**config.mk**
```make
export PLATFORM = sky130hd
export DESIGN_NAME = zevt_window_counter
export DESIGN_NICKNAME = d
export VERILOG_FILES = /design/src/rtl/zevt_window_counter.sv
export SDC_FILE = /design/constraint.sdc
export NUM_CORES = 1
export LEC_CHECK = 0
export BUFFER_PORTS_ARGS = -buffer_cell sky130_fd_sc_hd__buf_2
export CELL_PAD_IN_SITES_DETAIL_PLACEMENT = 1
export CELL_PAD_IN_SITES_GLOBAL_PLACEMENT = 1
export CORE_MARGIN = 5
export CORE_UTILIZATION = 47
export CTS_CLUSTER_DIAMETER = 200
export CTS_CLUSTER_SIZE = 30
export DETAILED_ROUTE_END_ITERATION = 8
export PLACE_DENSITY = 0.91
export SETUP_SLACK_MARGIN = 0.05
export SLEW_MARGIN = 20
export SYNTH_ARGS = -nofsm -noshare
export SYNTH_HDL_FRONTEND = slang
export SYNTH_SLANG_ARGS = --single-unit
```
**constraint.sdc**
```tcl
create_clock -name clk -period 7.7 [get_ports clk]
set_input_delay 0 -clock clk [delete_from_list [all_inputs] [get_ports clk]]
set_output_delay 0 -clock clk [all_outputs]
set_load 0.005 [all_outputs]
```
**src/rtl/zevt_window_counter.sv**
```systemverilog
// Windowed z-event counter: counts z rising edges and the longest z-high run per
// WINDOW-cycle window, delivering one result per window over valid/ready.
// Optional macro ZEVT_WINDOW_ID_EN adds a 16-bit window sequence id (out_window_id).
module zevt_window_counter #(
   parameter int WINDOW = 64,
   parameter int CNT_W  = 8,
   parameter int RUN_W  = 8
) (
   input  logic             clk,
   input  logic             reset,
   input  logic             enable,
   input  logic             z,
   input  logic             out_ready,
   output logic             out_valid,
   output logic [CNT_W-1:0] out_count,
   output logic [RUN_W-1:0] out_maxrun,
   output logic             out_dropped
`ifdef ZEVT_WINDOW_ID_EN
   ,
   output logic [15:0]      out_window_id
`endif
);

   localparam int TMR_W = (WINDOW > 2) ? $clog2(WINDOW) : 1;
   localparam logic [TMR_W-1:0] TIMER_LAST = TMR_W'(WINDOW - 1);
   localparam logic [CNT_W-1:0] CNT_MAX    = {CNT_W{1'b1}};
   localparam logic [RUN_W-1:0] RUN_MAX    = {RUN_W{1'b1}};

   typedef enum logic {
      IDLE  = 1'b0,
      COUNT = 1'b1
   } state_t;

   state_t           state_reg;
   logic [TMR_W-1:0] timer_reg;
   logic [CNT_W-1:0] evt_cnt_reg;
   logic [RUN_W-1:0] run_reg;
   logic [RUN_W-1:0] maxrun_reg;
   logic             z_q_reg;

   logic             rise;
   logic [CNT_W-1:0] evt_cnt_next;
   logic [RUN_W-1:0] run_next;
   logic [RUN_W-1:0] maxrun_next;
   logic             win_close;
   logic             load_result;

`ifdef ZEVT_WINDOW_ID_EN
   logic [15:0]      win_seq_reg;
`endif

   // Accumulator update for the current sample, all saturating.
   always_comb begin
      rise         = z & ~z_q_reg;
      evt_cnt_next = evt_cnt_reg;
      if (rise && (evt_cnt_reg != CNT_MAX))
         evt_cnt_next = evt_cnt_reg + 1'b1;
      run_next = '0;
      if (z)
         run_next = (run_reg == RUN_MAX) ? run_reg : run_reg + 1'b1;
      maxrun_next = (run_next > maxrun_reg) ? run_next : maxrun_reg;
   end

   assign win_close   = (state_reg == COUNT) && enable && (timer_reg == TIMER_LAST);
   // A closing window may load into a slot that is being emptied this same cycle.
   assign load_result = win_close && (!out_valid || out_ready);

   always_ff @(posedge clk) begin
      if (reset) begin
         state_reg   <= IDLE;
         timer_reg   <= '0;
         evt_cnt_reg <= '0;
         run_reg     <= '0;
         maxrun_reg  <= '0;
         z_q_reg     <= 1'b0;
         out_valid   <= 1'b0;
         out_count   <= '0;
         out_maxrun  <= '0;
         out_dropped <= 1'b0;
      end else begin
         z_q_reg <= z;

         case (state_reg)
            IDLE: begin
               timer_reg   <= '0;
               evt_cnt_reg <= '0;
               run_reg     <= '0;
               maxrun_reg  <= '0;
               if (enable)
                  state_reg <= COUNT;
               else
                  out_dropped <= 1'b0;
            end
            COUNT: begin
               if (!enable || (timer_reg == TIMER_LAST)) begin
                  // Abort or window close: a run straddling the boundary is split.
                  timer_reg   <= '0;
                  evt_cnt_reg <= '0;
                  run_reg     <= '0;
                  maxrun_reg  <= '0;
                  if (!enable)
                     state_reg <= IDLE;
               end else begin
                  timer_reg   <= timer_reg + 1'b1;
                  evt_cnt_reg <= evt_cnt_next;
                  run_reg     <= run_next;
                  maxrun_reg  <= maxrun_next;
               end
            end
            default: state_reg <= IDLE;
         endcase

         if (load_result) begin
            out_valid  <= 1'b1;
            out_count  <= evt_cnt_next;
            out_maxrun <= maxrun_next;
         end else if (win_close) begin
            out_dropped <= 1'b1;
         end else if (out_valid && out_ready) begin
            out_valid <= 1'b0;
         end
      end
   end

`ifdef ZEVT_WINDOW_ID_EN
   // Sequence advances on every close, dropped or not, so gaps are visible downstream.
   always_ff @(posedge clk) begin
      if (reset) begin
         win_seq_reg   <= '0;
         out_window_id <= '0;
      end else if (win_close) begin
         win_seq_reg <= win_seq_reg + 16'd1;
         if (load_result)
            out_window_id <= win_seq_reg;
      end
   end
`endif

endmodule

```
==> impl_metrics.yaml, run 1 <==
timing:
  finalClockSkew_ns: 0.00721
  timing.setup.tns_ns: 0
  finalSetupViolCount: 0
  worst_slew_pin_slew_ns: 0.820
  finalCritPeriodShare: 0.420
  relSlewSlack: 0.449
  report.final.hold_viol_count: 0
  grt_setup_unrepaired: "no"
  finalMaxSlewViolations: 0
  least_setup_slack_across_all_paths_after_layout_ns: 4.47
  achievable_freq_mhz: 309
  final.min_clock_period_ns: 3.23
synth:
  synth_flop_cell: "dfxtp_1"
  netlist_top_cells_count: "dfxtp_1 (50), nor2_1 (30), a21oi_1 (18), nand3_1 (18), nand2_1 (17)"
  synthArstFlopShare: 0
  cell_count_after_synthesis: 267
  yosys_top_cell_area_share: 0.428
  ys_ff_latch: 50
  yosysSeqAreaShare: 0.428
  synthesized_netlist_net_count: 283
  yosysMostFrequentCell: "dfxtp_1"
  synth.avg_cell_area_um2: 8.76
  syn-cell-area_um2: 2340
  ys_top_cells_by_area: "dfxtp_1 (43%), ha_1 (5.9%), nor2_1 (4.8%), a21oi_1 (3.9%), nand3_1 (3.9%)"
  post-synth-top-area-cell: "dfxtp_1"
  synth_warn: 0
  yosysUniqueCellTypes: 41
  synth_edf_count: 0
cells_and_area:
  area_used_by_multi_input_combinational_logic_um2: 1250
  layout.nets: 305
  drive_gt1_frac: 0.148
  stdcell_count: 357
  area_growth_syn_to_layout_pct: 12.1
  fillCellCount: 588
  layout.cell_area.non_filler_um2: 2620
  num_antenna_cells: 0
  seq_area_um2: 1000
setup_path:
  start_kind: "register"
  end_kind: "register"
  cp_max_fo: 11
  worstPathArrival_ns: 3.47
  critical_path.slowest_cell: "nor2b_1"
  cp_data_required_time_ns: 7.94
  crit_type: "register to register"
  path_cells: "ha_1 > a21bo_2 > nor4_1 > nor3_2 > ha_1 > nand2_1 > o21ai_0 > nor2b_1 > o21ai_0 > a31oi_1"
  max_stage_delay_ns: 0.66
power:
  power.switching_w: 0.000104
  power.share.combinational: 0.036
  power.clock.fraction: 0.385
  power-per-cell-area_nw_per_um2: 171
  power_leakage_nw: 0.980
  share_seq_of_total_power: 0.579
  switching_share: 0.230
  ir_worst_vdd_uv: 70.8
  design_power_total_w: 0.000450
  p_int_w: 0.000346
cts:
  tritoncts: "built"
  clockRootBuffer: "clkbuf_8"
  post_cts_resized: 0
  path_clk_slew_ns: 0.10
  clock_buffers_created_by_tritoncts: 5
  clock_latency_on_the_worst_skew_pair_ns: 0.31
  htree_num_levels: 2
  clockBufferDepth: 2
  clock-sinks: 50
grt:
  wire_length_of_the_first_global_routing_pass_um: 10200
  first_global_vias: 2151
  grt_max_degree: 21
  grt_antenna_before_repair: 0
  all_layer_global_routing_usage: 0.204
  globalRouteOverflowTotal: 0
run:
  drv_cap: 0
routing:
  ant_nets: 0
  avgViaCountPerCell: 5.83
  drt-initial-drc-count: 65
  dr_total_vias: 2082
  detailedRoute.firstPassIterationCount: 4
  route.detailed.wl_per_inst_um: 18.4
  drcViolationCount: 0
  postRouteWirelength_um: 6560
place:
  place_congestion: 0.926
  dpl-instance-area_um2: 2490
  detailedPlace.worstSlack_ns: 4.28
  place_hpwl_um: 4250
  placement.io_buffers: 22
  place.detailed.instances: 347
die:
  initial_core_util: 0.489
  fp.dieArea_um2: 6490
  core_region_area_um2: 4790
  rows: 25
  die_extent_in_y_um: 80.6
  num_io_pins: 23
  die_w_um: 80.6
status:
  status: "completed"
worst_hold_path:
  worstHoldPathType: "input pin to register"
## kinds of logic (layout without fill, tap and decap cells)
group | Yosys count | count (layout) | share of synthesized area
AND/OR/NAND/NOR | 105 | 105 | 0.244
AO/OA/AOI/OAI | 64 | 64 | 0.170
buffers and inverters | 22 | 45 | 0.0401
multiplexers | 5 | 5 | 0.0219
adder cells (fa/ha/maj) | 11 | 11 | 0.0588
XOR/XNOR | 10 | 10 | 0.0374
flip-flops | 50 | 50 | 0.428
## area by class of cell
| type | count | area share |
|---|---|---|
| sequential | 50 | 0.381 |
| inverter | 12 | 0.0172 |
| clock inverter | 1 | 0.00334 |
| multi-input combinational | 195 | 0.476 |
| clock buffer | 7 | 0.0367 |
| timing repair buffer | 25 | 0.0529 |
| tap | 67 | 0.0320 |
## routing by layer
| layer | track usage | vias to the layer above | part of all wire |
|---|---|---|---|
| li1 | - | 1001 | - |
| met1 | 0.230 | 1039 | 0.41 |
| met2 | 0.382 | 32 | 0.54 |
| met3 | 0.0404 | 10 | 0.029 |
| met4 | 0.0591 | 0 | 0.016 |
| met5 | 0 | - | 0 |
## worst paths after layout
path | from | to | slack (ns) | cells past startpoint
max | run_reg[0]$_SDFF_PP0_ | out_maxrun[6]$_SDFFE_PP0P_ | 4.47 | 10
max reg2reg | run_reg[0]$_SDFF_PP0_ | out_maxrun[6]$_SDFFE_PP0P_ | 4.47 | 10
min | out_ready | out_valid$_SDFFE_PP0P_ | 0.07 | 4
min reg2reg | timer_reg[0]$_SDFF_PP0_ | timer_reg[0]$_SDFF_PP0_ | 0.47 | 1
## cell usage in the layout (no fill, tap or decap), types with 2 or more instances in the layout
master,n
dfxtp_1,50
nor2_1,30
buf_2,22
nand3_1,18
a21oi_1,18
nand2_1,17
o21ai_0,13
inv_1,12
ha_1,11
nand4_1,9
a31oi_1,8
clkbuf_8,7
o211ai_1,6
xor2_1,6
a211oi_1,6
and2_1,5
nor2b_1,5
o21bai_1,5
mux2i_1,4
xnor2_1,4
and3_1,3
or2_1,2
o31a_1,2
and4_1,2
nand2_2,2
and4b_1,2
nor4_4,2
nor3_1,2
## per-stage QoR
step | hold slack, ns | utilization
final | 0.0719 | 0.548
after global placement | 0.263 | 0.521
after CTS | 0.0564 | 0.545
after global routing | 0.0812 | 0.548
after detailed placement | 0.270 | 0.521
after floorplan | 0.128 | -
## critical path, delay by kind of cell, from the launching register on
family / cells / cell delay [ns]
AOI/OAI and AO/OA: 4 / 0.99
DFF: 1 / 0.35
and+or+nand+nor: 4 / 1.19
adders and majority gates: 2 / 0.62
## power groups by stage
stage | Combinational (W) | Clock (W) | Sequential, W
final | 0.0000161 | 0.000173 | 0.000260
after global routing | 0.0000176 | 0.000186 | 0.000261
after CTS | 0.0000153 | 0.000175 | 0.000260
after detailed placement | 0.0000147 | 0 | 0.000266
after global placement | 0.0000142 | 0 | 0.000266
after floorplan | 0.0000104 | 0 | 0.000266
## timing repair
| action | 4_1_cts | 5_1_grt |
|---|---|---|
| endpoints found under the hold margin | 3 | 0 |
| setup buffers | 0 | 0 |
| hold buffers | 1 | 0 |
Power figures use the tool's default switching activity.
==> inputs of run 2 (changes only) <==
Settings changed: ABC_AREA from default to 1, CORE_UTILIZATION 47 to 39, PLACE_DENSITY 0.91 to 0.83.
Clock period 7.7 ns to 2.6 ns, I/O delays scaled along.
==> run 2 against run 1 <==
Against the previous run: setup slack worse by 4.3 ns; clock skew fell by 0.0037 ns; sequential share of layout area decreased by 3.6 points; largest cell class unchanged; largest power group unchanged.
==> impl_metrics.yaml, run 2 <==
status:
  status: "completed"
setup_path:
  critical_path.slowest_cell: "dfxtp_2"
  cp_data_required_time_ns: 2.82
  crit_buf_inv: 3
  crit_type: "register to register"
  worstReg2RegEnd: "out_maxrun[2]$_SDFFE_PP0P_"
  worstRegToRegCells: 17
  start_kind: "register"
  crit-reg2reg-launch: "run_reg[0]$_SDFF_PP0_"
  worstPathArrival_ns: 2.64
  max_stage_delay_ns: 0.36
  end_kind: "register"
  dominant_cell_type_by_count_on_the_critical_path: "nand2_1"
  setup.reg_to_reg.worst_slack_ns: 0.17
  path_cells: "ha_2 > nand3_2 > nor2_2 > nand2_1 > nand3_1 > nand2_1 > inv_1 > ha_1 > nand2_1 > nor2_1 > nor2_2 > nand2_4 > buf_4 > nand3_1 > nand3_1 > nand2_1 > inv_1"
  cp_max_fo: 8
  critical_path.top_delay_family: "simple AND/OR/NAND/NOR gates"
cts:
  clockRootBuffer: "clkbuf_8"
  path_clk_slew_ns: 0.09
  clock-sinks: 50
  clockBufferDepth: 2
  clock_latency_on_the_worst_skew_pair_ns: 0.31
  htree_num_levels: 2
  clock_buffers_created_by_tritoncts: 5
  tritoncts: "built"
timing:
  finalSetupViolCount: 0
  finalCritPeriodShare: 0.933
  achievable_freq_mhz: 412
  final.min_clock_period_ns: 2.43
  grt_setup_unrepaired: "yes"
  finalMaxSlewViolations: 0
  timing.setup.tns_ns: 0
  finalClockSkew_ns: 0.00356
  worst_slew_pin_slew_ns: 0.520
  report.final.hold_viol_count: 0
  relSlewSlack: 0.653
die:
  num_io_pins: 23
  core_region_area_um2: 6280
  rows: 29
  die_w_um: 89.9
  fp.dieArea_um2: 8090
  die_extent_in_y_um: 89.9
  initial_core_util: 0.397
synth:
  post-synth-top-area-cell: "dfxtp_1"
  netlist_top_cells_count: "nand2_1 (82), inv_1 (51), dfxtp_1 (50)"
  syn-cell-area_um2: 2490
  yosys_top_cell_area_share: 0.402
  ys_ff_latch: 50
  cell_count_after_synthesis: 340
  yosysSeqAreaShare: 0.402
  yosysUniqueCellTypes: 33
  synth_warn: 0
  synth_edf_count: 0
  synthArstFlopShare: 0
  yosysMostFrequentCell: "nand2_1"
  synthesized_netlist_net_count: 356
  synth_flop_cell: "dfxtp_1"
  synth.avg_cell_area_um2: 7.33
  ys_top_cells_by_area: "dfxtp_1 (40%), nand2_1 (12%), inv_1 (7.7%), nand3_1 (5.6%), ha_1 (5.5%)"
grt:
  all_layer_global_routing_usage: 0.157
  wire_length_of_the_first_global_routing_pass_um: 10700
  grt_antenna_before_repair: 0
  first_global_vias: 2280
  globalRouteOverflowTotal: 0
  grt_max_degree: 33
worst_hold_path:
  hold_path.startpoint: "z"
  worstHoldPathCells: 3
  worstHoldPathType: "input pin to register"
  hold_path_end: "run_reg[7]$_SDFF_PP0_"
place:
  place_congestion: 0.906
  place.detailed.instances: 432
  place_hpwl_um: 4610
  placement.io_buffers: 22
cells_and_area:
  layout.nets: 385
  num_antenna_cells: 0
  commonest_cells_after_routing_fill_and_taps_aside: "nand2_1 (77), inv_1 (51), dfxtp_1 (48), nor2_1 (33), nand3_1 (28)"
  stdcell_count: 447
  area_growth_syn_to_layout_pct: 16.6
  drive_gt1_frac: 0.184
  fillCellCount: 796
  final_common_cell: "nand2_1"
  postLayoutCoreUtil: 0.463
power:
  ir_worst_vdd_uv: 400
  design_power_total_w: 0.00154
  power_leakage_nw: 1.34
  power-per-cell-area_nw_per_um2: 530
routing:
  dr_total_vias: 2254
  detailedRoute.firstPassIterationCount: 4
  drcViolationCount: 0
  route.detailed.wl_per_inst_um: 14.5
  postRouteWirelength_um: 6480
  ant_nets: 0
  drt-initial-drc-count: 82
  avgViaCountPerCell: 5.04
run:
  drv_cap: 0
## run 2: cell types whose count changed in the layout (fill, tap and decap cells not counted), sizes merged, moves of 5 or more
cell	change
a211oi	-7
a31oi	-8
and2	-5
inv	+42
nand2	+67
nand3	+12
nand4	-6
nor2	+11
nor2b	-5
o211ai	-6
o21a	+10
## run 2: where the power goes
group	internal [W]	total [W]	leakage (nW)	switching [W]
logic	0.0000322	0.0000940	0.868	0.0000618
clock network	0.000410	0.000674	0.0714	0.000263
registers	0.000769	0.000772	0.404	0.00000272
## run 2: logic make-up after synthesis
group                      count (synthesis)  synth area share
and+or+nand+nor                          166             0.302
AOI/OAI and AO/OA                         44             0.109
xor gates and xnor gates                   6            0.0211
buffers and inverters                     63             0.111
adders and majority gates                 11            0.0552
DFF                                       50             0.402
## run 2: metal layers
metal | vias to the layer above | GRT usage | part of all wire
met4 | 0 | 0.0509 | 0.018
met2 | 25 | 0.272 | 0.50
li1 | 1118 | - | -
met5 | - | 0 | 0
met1 | 1101 | 0.199 | 0.46
met3 | 10 | 0.0259 | 0.023
## run 2: stage by stage
step                cell area (µm²)  hold slack, ns  setup slack [ns]
global placement               2640           0.248             0.109
CTS                            2840          0.0237            0.0688
detailed placement             2640           0.261           -0.0508
floorplan                      2490          0.0691             0.401
global route                   2910          0.0387          -0.00122
finish                         2910          0.0300             0.173
## run 2: area by class of cell
cell class                      instances  area (µm²)  share of cell area
Clock buffer                            6        82.6              0.0284
Multi-Input combinational cell        227        1270               0.437
Tap cell                               77        96.3              0.0331
Sequential cell                        50        1000               0.345
Timing Repair Buffer                   30         183              0.0628
Inverter                               55         211              0.0728
Clock inverter                          2        60.1              0.0207
## run 2: how the worst max path moves through the flow
stage	slack, ns	cells after the start	end	start
2_1_floorplan	0.40	20	out_maxrun[7]$_SDFFE_PP0P_	run_reg[0]$_SDFF_PP0_
3_3_place_gp	0.11	20	out_maxrun[7]$_SDFFE_PP0P_	run_reg[1]$_SDFF_PP0_
3_5_place_dp	-0.05	20	out_maxrun[4]$_SDFFE_PP0P_	run_reg[0]$_SDFF_PP0_
4_1_cts	0.07	20	out_maxrun[4]$_SDFFE_PP0P_	run_reg[0]$_SDFF_PP0_
5_1_grt	-0.001	20	out_maxrun[2]$_SDFFE_PP0P_	run_reg[0]$_SDFF_PP0_
6_report	0.17	17	out_maxrun[2]$_SDFFE_PP0P_	run_reg[0]$_SDFF_PP0_
## run 2: timing repair
action,in CTS,in global routing
hold endpoints to repair,4,0
setup buffers,0,2
hold buffers,5,0
resized for setup,3,14
pin swaps,0,2
endpoints found under the setup margin,15,16
cloned,0,0
## run 2: tightest hold or removal path: cells and delay by family
kind	cells	cell delay [ns]
buffers and inverters	1	0.16
AND/OR/NAND/NOR	2	0.14
